**config.mk**
```make
export PLATFORM = sky130hd
export DESIGN_NAME = uart_rx_data40
export DESIGN_NICKNAME = d
export VERILOG_FILES = /design/src/rtl/uart_rx_data40.sv
export SDC_FILE = /design/constraint.sdc
export NUM_CORES = 1
export LEC_CHECK = 0
export BUFFER_PORTS_ARGS = -buffer_cell sky130_fd_sc_hd__buf_2
export CORE_AREA = 2 2 130 81
export DETAILED_ROUTE_END_ITERATION = 12
export DIE_AREA = 0 0 132 83
export HOLD_SLACK_MARGIN = 0.02
export PLACE_DENSITY = 0.82
export SLEW_MARGIN = 20
export SYNTH_ARGS = -nofsm -noshare
export SYNTH_HDL_FRONTEND = slang
export SYNTH_SLANG_ARGS = --single-unit
export TNS_END_PERCENT = 5
```
**constraint.sdc**
```tcl
create_clock -name Clk -period 3.4 [get_ports Clk]
set_clock_uncertainty 0.05 [all_clocks]
set_input_delay 0.17 -clock Clk [delete_from_list [all_inputs] [get_ports Clk]]
set_output_delay 0.17 -clock Clk [all_outputs]
set_load 0.02 [all_outputs]
```
**src/rtl/uart_rx_data40.sv**
```systemverilog
// ----------------------------------------------------------------------------
// uart_rx_data40
//
// 8N1 UART receiver that collects five consecutive byte frames into one
// 40-bit word. The first byte received lands in Data40[7:0] and the fifth in
// Data40[39:32]. The serial line is synchronised, each frame is detected on a
// falling edge and its bits are sampled mid-bit. Frames that fail their stop
// bit, and partial words followed by a long idle gap, are dropped and
// reported on Rx_Err.
//
// Parameters
//   CLK_FREQ      system clock frequency in Hz
//   BAUD          serial bit rate
//   TIMEOUT_BITS  idle gap between bytes, in bit periods, that aborts a
//                 partial word
//
// Ports
//   Clk      in   system clock, all logic on the rising edge
//   Reset    in   asynchronous, active-high reset
//   uart_rx  in   serial line, idle high, asynchronous to Clk
//   Data40   out  last complete 40-bit word, stable between Rx_Done pulses
//   Rx_Done  out  one-cycle pulse when Data40 is updated
//   Rx_Err   out  one-cycle pulse on stop-bit error or inter-byte timeout
// ----------------------------------------------------------------------------
module uart_rx_data40 #(
    parameter int unsigned CLK_FREQ     = 50_000_000,
    parameter int unsigned BAUD         = 115200,
    parameter int unsigned TIMEOUT_BITS = 20
) (
    input  logic        Clk,
    input  logic        Reset,
    input  logic        uart_rx,
    output logic [39:0] Data40,
    output logic        Rx_Done,
    output logic        Rx_Err
);

    localparam int unsigned BAUD_DIV = CLK_FREQ / BAUD;
    localparam int unsigned HALF     = BAUD_DIV / 2;
    localparam int unsigned TO_LIMIT = TIMEOUT_BITS * BAUD_DIV;

    // One extra count of headroom so BAUD_DIV-1 and TO_LIMIT always fit.
    localparam int unsigned BAUD_W = $clog2(BAUD_DIV + 1);
    localparam int unsigned TO_W   = $clog2(TO_LIMIT + 1);

    localparam logic [BAUD_W-1:0] HALF_LAST = BAUD_W'(HALF - 1);
    localparam logic [BAUD_W-1:0] FULL_LAST = BAUD_W'(BAUD_DIV - 1);
    localparam logic [TO_W-1:0]   TO_LAST   = TO_W'(TO_LIMIT - 1);

    typedef enum logic [1:0] {
        IDLE,
        START,
        DATA,
        STOP
    } state_t;

    state_t state;
    state_t state_next;

    // Line synchroniser and edge register
    logic sync1;
    logic sync2;
    logic line_prev;
    logic fall;

    // Bit timing and byte shifter
    logic [BAUD_W-1:0] baud_cnt;
    logic [2:0]        bit_idx;
    logic [7:0]        shift;

    // Word assembly and inter-byte timeout
    logic [31:0]     hold;
    logic [2:0]      byte_cnt;
    logic [TO_W-1:0] to_cnt;
    logic            timeout_hit;

    // FSM control strobes
    logic baud_clr;
    logic shift_en;
    logic stop_en;

    // ------------------------------------------------------------------------
    // Two-flop synchroniser plus one edge register. All three reset to the
    // idle (high) level so a reset never fabricates a start edge.
    // ------------------------------------------------------------------------
    always_ff @(posedge Clk or posedge Reset) begin
        if (Reset) begin
            sync1     <= 1'b1;
            sync2     <= 1'b1;
            line_prev <= 1'b1;
        end else begin
            sync1     <= uart_rx;
            sync2     <= sync1;
            line_prev <= sync2;
        end
    end

    assign fall = line_prev & ~sync2;

    // ------------------------------------------------------------------------
    // Frame FSM
    // ------------------------------------------------------------------------
    always_ff @(posedge Clk or posedge Reset) begin
        if (Reset) begin
            state <= IDLE;
        end else begin
            state <= state_next;
        end
    end

    always_comb begin
        state_next = state;
        baud_clr   = 1'b0;
        shift_en   = 1'b0;
        stop_en    = 1'b0;

        case (state)
            IDLE: begin
                if (fall) begin
                    state_next = START;
                    baud_clr   = 1'b1;
                end
            end

            START: begin
                // Re-check the line mid start bit; a high level here means
                // the edge was a glitch and is silently ignored.
                if (baud_cnt == HALF_LAST) begin
                    if (!sync2) begin
                        state_next = DATA;
                        baud_clr   = 1'b1;
                    end else begin
                        state_next = IDLE;
                    end
                end
            end

            DATA: begin
                if (baud_cnt == FULL_LAST) begin
                    shift_en = 1'b1;
                    baud_clr = 1'b1;
                    if (bit_idx == 3'd7) begin
                        state_next = STOP;
                    end
                end
            end

            STOP: begin
                // Return to IDLE at the stop sample so a start edge in the
                // second half of the stop bit is caught.
                if (baud_cnt == FULL_LAST) begin
                    stop_en    = 1'b1;
                    state_next = IDLE;
                end
            end

            default: begin
                state_next = IDLE;
            end
        endcase
    end

    // ------------------------------------------------------------------------
    // Bit timing and byte shifter (LSB first)
    // ------------------------------------------------------------------------
    always_ff @(posedge Clk or posedge Reset) begin
        if (Reset) begin
            baud_cnt <= '0;
            bit_idx  <= '0;
            shift    <= '0;
        end else begin
            if (state == IDLE || baud_clr) begin
                baud_cnt <= '0;
            end else begin
                baud_cnt <= baud_cnt + BAUD_W'(1);
            end

            if (state != DATA) begin
                bit_idx <= '0;
            end else if (shift_en) begin
                bit_idx <= bit_idx + 3'd1;
            end

            if (shift_en) begin
                shift <= {sync2, shift[7:1]};
            end
        end
    end

    // ------------------------------------------------------------------------
    // Inter-byte timeout: counts idle cycles only while a word is partially
    // assembled; any start edge restarts it.
    // ------------------------------------------------------------------------
    assign timeout_hit = (state == IDLE) && (byte_cnt != 3'd0) && !fall &&
                         (to_cnt == TO_LAST);

    always_ff @(posedge Clk or posedge Reset) begin
        if (Reset) begin
            to_cnt <= '0;
        end else begin
            if (state != IDLE || fall || byte_cnt == 3'd0 || timeout_hit) begin
                to_cnt <= '0;
            end else begin
                to_cnt <= to_cnt + TO_W'(1);
            end
        end
    end

    // ------------------------------------------------------------------------
    // Word assembly and output strobes. Only bytes 1..4 need holding; the
    // fifth byte goes straight from the shifter into Data40[39:32].
    // ------------------------------------------------------------------------
    always_ff @(posedge Clk or posedge Reset) begin
        if (Reset) begin
            hold     <= '0;
            byte_cnt <= '0;
            Data40   <= '0;
            Rx_Done  <= 1'b0;
            Rx_Err   <= 1'b0;
        end else begin
            Rx_Done <= 1'b0;
            Rx_Err  <= 1'b0;

            if (stop_en) begin
                if (sync2) begin
                    if (byte_cnt == 3'd4) begin
                        Data40   <= {shift, hold};
                        byte_cnt <= '0;
                        Rx_Done  <= 1'b1;
                    end else begin
                        hold[{byte_cnt[1:0], 3'b000} +: 8] <= shift;
                        byte_cnt <= byte_cnt + 3'd1;
                    end
                end else begin
                    byte_cnt <= '0;
                    Rx_Err   <= 1'b1;
                end
            end else if (timeout_hit) begin
                byte_cnt <= '0;
                Rx_Err   <= 1'b1;
            end
        end
    end

endmodule

```
Word level (Yosys, flattened, before mapping)
Index checks and enable logic that the tools add are counted.

word-level totals
  bits in registers = 116
  bits of input ports = 3
  output and inout bits = 42
  logic and storage cells = 82

cells by class
  add/sub/neg operators = 5
  equality and inequality tests = 14
  shift-type cells = 2
  mux-type cells = 28
  bitwise gates (word level) = 3
  reduce and logical (&&, ||, !) cells = 17

operator list
  operator                                              count
  bitwise mux 32 bit                                    1
  variable shift 8 x 7 -> 32 bit, first input constant  1
  variable part select 8 x 7 -> 32 bit                  1
  two-way mux 3 bit                                     6
  adder 14 x 1 -> 14 bit, second input constant         1
  == test 14 bit, second input constant                 1
  two-way mux 14 bit                                    1
  two-way mux 2 bit                                     6
  != test 2 bit, second input constant                  6
  two-way mux 1 bit                                     11
  adder 9 x 1 -> 9 bit, second input constant           1
  == test 9 x 8 -> 1 bit, second input constant         1
  == test 9 bit, second input constant                  1
  two-way mux 9 bit                                     1
  one-hot mux 2 bit (4 select lines)                    1
  negation 5 -> 7 bit                                   1
  adder 3 x 1 -> 3 bit, second input constant           2
  == test 3 bit, second input constant                  2
  AND reduction 3 bit                                   2
  nonzero test 2 bit                                    3
  AND reduction 5 bit                                   1
  == test 2 bit, second input constant                  2
  logical OR 1 bit                                      4
  logical AND 1 bit                                     3
  other kinds (8)                                       9

Longest topological paths before layout
  depth in word-level cells = 7
  mapped depth = 9
  gate-level depth less buffers = 6

Least setup slack after synthesis
No wires, ideal clock.

  kind = register to register
  start = register byte_cnt[0]
  end = register byte_cnt[1]
  library setup time = 0.120 ns
  arrival time = 1.928 ns
  data required time = 3.230 ns
  path slack = 1.302 ns
  cell stages (with the launch flop) = 8
  buffers on the path = 1
  period minus slack after synthesis = 2.098 ns
  cells stage by stage = dfrtp_1 -> inv_1 -> ha_1 -> clkbuf_1 -> nor2b_1 -> a2111oi_1 -> nand2_1 -> a31o_2

between the ends
  longest elaborated chain between the ends = 5

RTL lines
  item                                                                          line  text
  start, declared                                                               73    logic [2:0] byte_cnt;
  start signal, assigned                                                        232   byte_cnt <= byte_cnt + 3'd1;
  parallel branches: the longest is 5 deep, another holds adder 3 x 1 -> 3 bit  --

Parallel ways; which one is timed is not known.
A chain may end at the register's enable or synchronous reset.

Worst setup path after layout
  start = register byte_cnt[0]
  end = register to_cnt[13]

between the ends
  longest elaborated chain between the ends = 6

RTL lines
  item                            line  text
  nonzero test 3 bit              194   assign timeout_hit = (state == IDLE) && (byte_cnt != 3'd0) && !fall &&
  logical AND 1 bit (3 in a row)  194
  logical OR 1 bit *              201   if (state != IDLE || fall || byte_cnt == 3'd0 || timeout_hit) begin
  two-way mux 14 bit *            201
  end signal, assigned            204   to_cnt <= to_cnt + TO_W'(1);
  end, declared                   74    logic [TO_W-1:0] to_cnt;

Mark *: on every way between the ends. The rest lies on a longest branch, timed or not.

==> reports/summary.txt <==
CP Capture Type: flop
Starting Density: 52.29%
Ys Warns: 0
Multi-input gate area: 0.001951 sq mm
GP Congestion: 0.8461
First-pass GRT wire length: 17.40 mm
Core Box Area: 0.009704 sq mm
Status: finished clean
Post-synth top cells: dfrtp_1, nand2_1, inv_1, mux2_2, nor2_1
R2r setup slk: 750 ps
Lkg Pwr: 3.024 nW
Number of global-route vias before repair: 3409
Antenna violations before repair: 0
Die height: 83 microns
Synthesized area per cell: 11.80 sq um
Req. time, crit path: 3670 ps
Final Setup Violations: 0
Max cap viols: 0
Cells along the critical path: inv_1, ha_1, nor2b_1, a2111oi_1, nand2_1, a21oi_1
Synthesized flop and latch total: 116
# rows: 28
Critical Path Source: byte_cnt[0]$_DFFE_PP0P_
Io pins: 45
Reg2Reg Depth: 6
Die ar.: 0.01096 sq mm
Startpoint Class: flop
Drt first-iter violations: 249
Final hold vios: 0
Mapped Nets: 444
Fmax: 377.4 MHz
Worst skew pair latency: 410 ps
Die span in x: 132 microns
H-tree depth: 4
Slew margin rel.: 28.31%
R2r endpoint: to_cnt[13]$_DFF_PP0_
GRT Resource Usage Total: 20.28%
Area leader, netlist: dfrtp_1
Share of the synthesized area in the top cell type: 55.72%
Dpl hpwl: 6.755 mm
Synth cell types: 45
RSZ-0062 raised after global routing: false
Via count: 3357
Fillers: 767
Share of layout cells above drive strength 1: 25.10%
Slew @ Worst Pin: 1067 ps
Crit-path slowest cell: a2111oi_1
VDD IR-drop max: 352.1 uV
Nets: 499
PortBufs: 44
GRT overflow: 0
CTS resizes: 0
Clock buffer depth: 2
Bufs and invs on worst path: 1
Slew Viols, Final: 0
FF/Latch Area: 0.002907 sq mm
Worst setup path end: to_cnt[13]$_DFF_PP0_
Post-Syn Instances: 430
DRC violations left: 0
Crit path max fanout: 12
Final setup TNS: 0 ps
Min Tclk post-route: 2650 ps
Clock Tree Root: clkbuf_16
Cell class contributing the biggest share of worst-path delay: compound AO/OA/AOI/OAI gates
Power per cell area: 545.6 mW/mm^2
Largest net degree at the start of global routing: 63
Asr flop ratio synth: 100.0%
Count leader, synth: dfrtp_1
FF-to-FF Start: byte_cnt[0]$_DFFE_PP0P_
CP arrival: 2920 ps
CP Class: reg2reg
Clock sinks: 116
Crit path depth: 6
EDFF count, synth: 0
Primary FF master, synth: dfrtp_1
CTS tree: done
Seq/Total Area, Yosys: 57.27%
Tcrit/Tclk final: 77.93%
Total CTS buffers: 17
Synthesized cell area: 0.005075 sq mm
Antenna Cells: 0
Via density: 5.303
Hold Crit Class: reg2reg
Clock-pin slew on the worst setup and hold paths: 60 ps
Routed Antenna Nets: 0
Drt pass-1 iters: 4
Synthesis-to-finish area growth: 18.47%
Routed wire per std cell: 16.26 microns
Total power: 0.003280 W
Slowest stage delay, CP: 710 ps
WL final: 10.29 mm
Synth area leaders: dfrtp_1, mux2_2, mux2i_1, nand2_1, inv_1
-- sequential cells by signal (all words and copies together) (netlist names), named ones only --
| name | flops |
|---|---|
| Rx_Done | 1 |
| byte_cnt | 3 |
| Data40 | 40 |
| hold | 32 |
| baud_cnt | 9 |
| sync1 | 1 |
| state | 1 |
| bit_idx | 3 |
| sync2 | 1 |
| Rx_Err | 1 |
| line_prev | 1 |
| shift | 8 |
| to_cnt | 14 |
-- report_power, final --
part           total [W]  internal (W)  switching, W  leakage (nW)
Combinational   0.000152     0.0000663     0.0000853          1.17
Sequential       0.00149       0.00143     0.0000629          1.59
Clock            0.00164       0.00106      0.000581         0.265
-- through the flow --
stage	utilization (%)	cells	cell area, sq um	worst slack [ps]	hold slack, ps
6_report	61.95	633	6012	750.2	304.6
5_1_grt	61.95	633	6012	563.8	308.0
3_3_place_gp	56.12	599	5446	1087	225.4
4_1_cts	61.95	633	6012	768.5	305.6
2_1_floorplan	-	430	5075	112.6	124.5
3_5_place_dp	56.12	599	5446	835.5	226.5
-- cell families (layout without fill, tap and decap cells) --
family | count (synthesis) | in the layout | share of synthesized area, %
DFF | 116 | 116 | 57.27
xor gates and xnor gates | 19 | 19 | 3.279
and+or+nand+nor | 133 | 133 | 13.36
muxes | 72 | 72 | 15.38
adders and majority gates | 11 | 11 | 2.712
AOI/OAI and AO/OA | 25 | 25 | 3.551
buffers and inverters | 54 | 122 | 4.438
-- per-layer routing --
layer  track usage, %  vias to the layer above  wire, microns
li1                 -                     1570              -
met1            28.77                     1672           4826
met2            30.02                      101           4652
met3            6.288                       14            687
met4            6.324                        0            128
met5                0                        -              0
-- what timing repair did --
action	in CTS	in global routing
hold buffers	2	0
hold endpoints to repair	52	0
setup endpoints to repair	0	0
buffers inserted	0	0
-- cell usage in the layout, fill, tap and decap left out, types with 11 or more instances in the layout --
master and instances:
mux2i_1 24, nand2_1 45, dfrtp_1 113, xnor2_1 13
nor2_1 31, inv_1 41, mux2_2 38, nand3_1 17
ha_1 11, clkbuf_16 17, buf_2 44
-- worst min-delay path by stage --
| stage | from | endpoint | slack (ps) | cells after the start |
|---|---|---|---|---|
| 6_report | sync1$_DFF_PP1_ | sync2$_DFF_PP1_ | 300 | 0 |
| 5_1_grt | sync1$_DFF_PP1_ | sync2$_DFF_PP1_ | 310 | 0 |
| 4_1_cts | sync1$_DFF_PP1_ | sync2$_DFF_PP1_ | 310 | 0 |
| 3_5_place_dp | uart_rx | sync1$_DFF_PP1_ | 230 | 1 |
| 3_3_place_gp | uart_rx | sync1$_DFF_PP1_ | 230 | 1 |
| 2_1_floorplan | uart_rx | sync1$_DFF_PP1_ | 120 | 0 |
-- area by class of cell --
cell class	count	share of cell area, %
Sequential cell	116	48.35
Inverter	42	2.664
Timing Repair Buffer	48	4.662
Clock inverter	5	0.8741
Clock buffer	27	8.200
Multi-Input combinational cell	260	32.45
Tap cell	135	2.810
-- worst reg2reg max path, stage by stage, from the launching register on --
cell and delay, ps:
dfrtp_1 470, inv_1 170, ha_1 300, nor2b_1 170, a2111oi_1 710, nand2_1 460
a21oi_1 230
(Power assumes the default switching activity.)
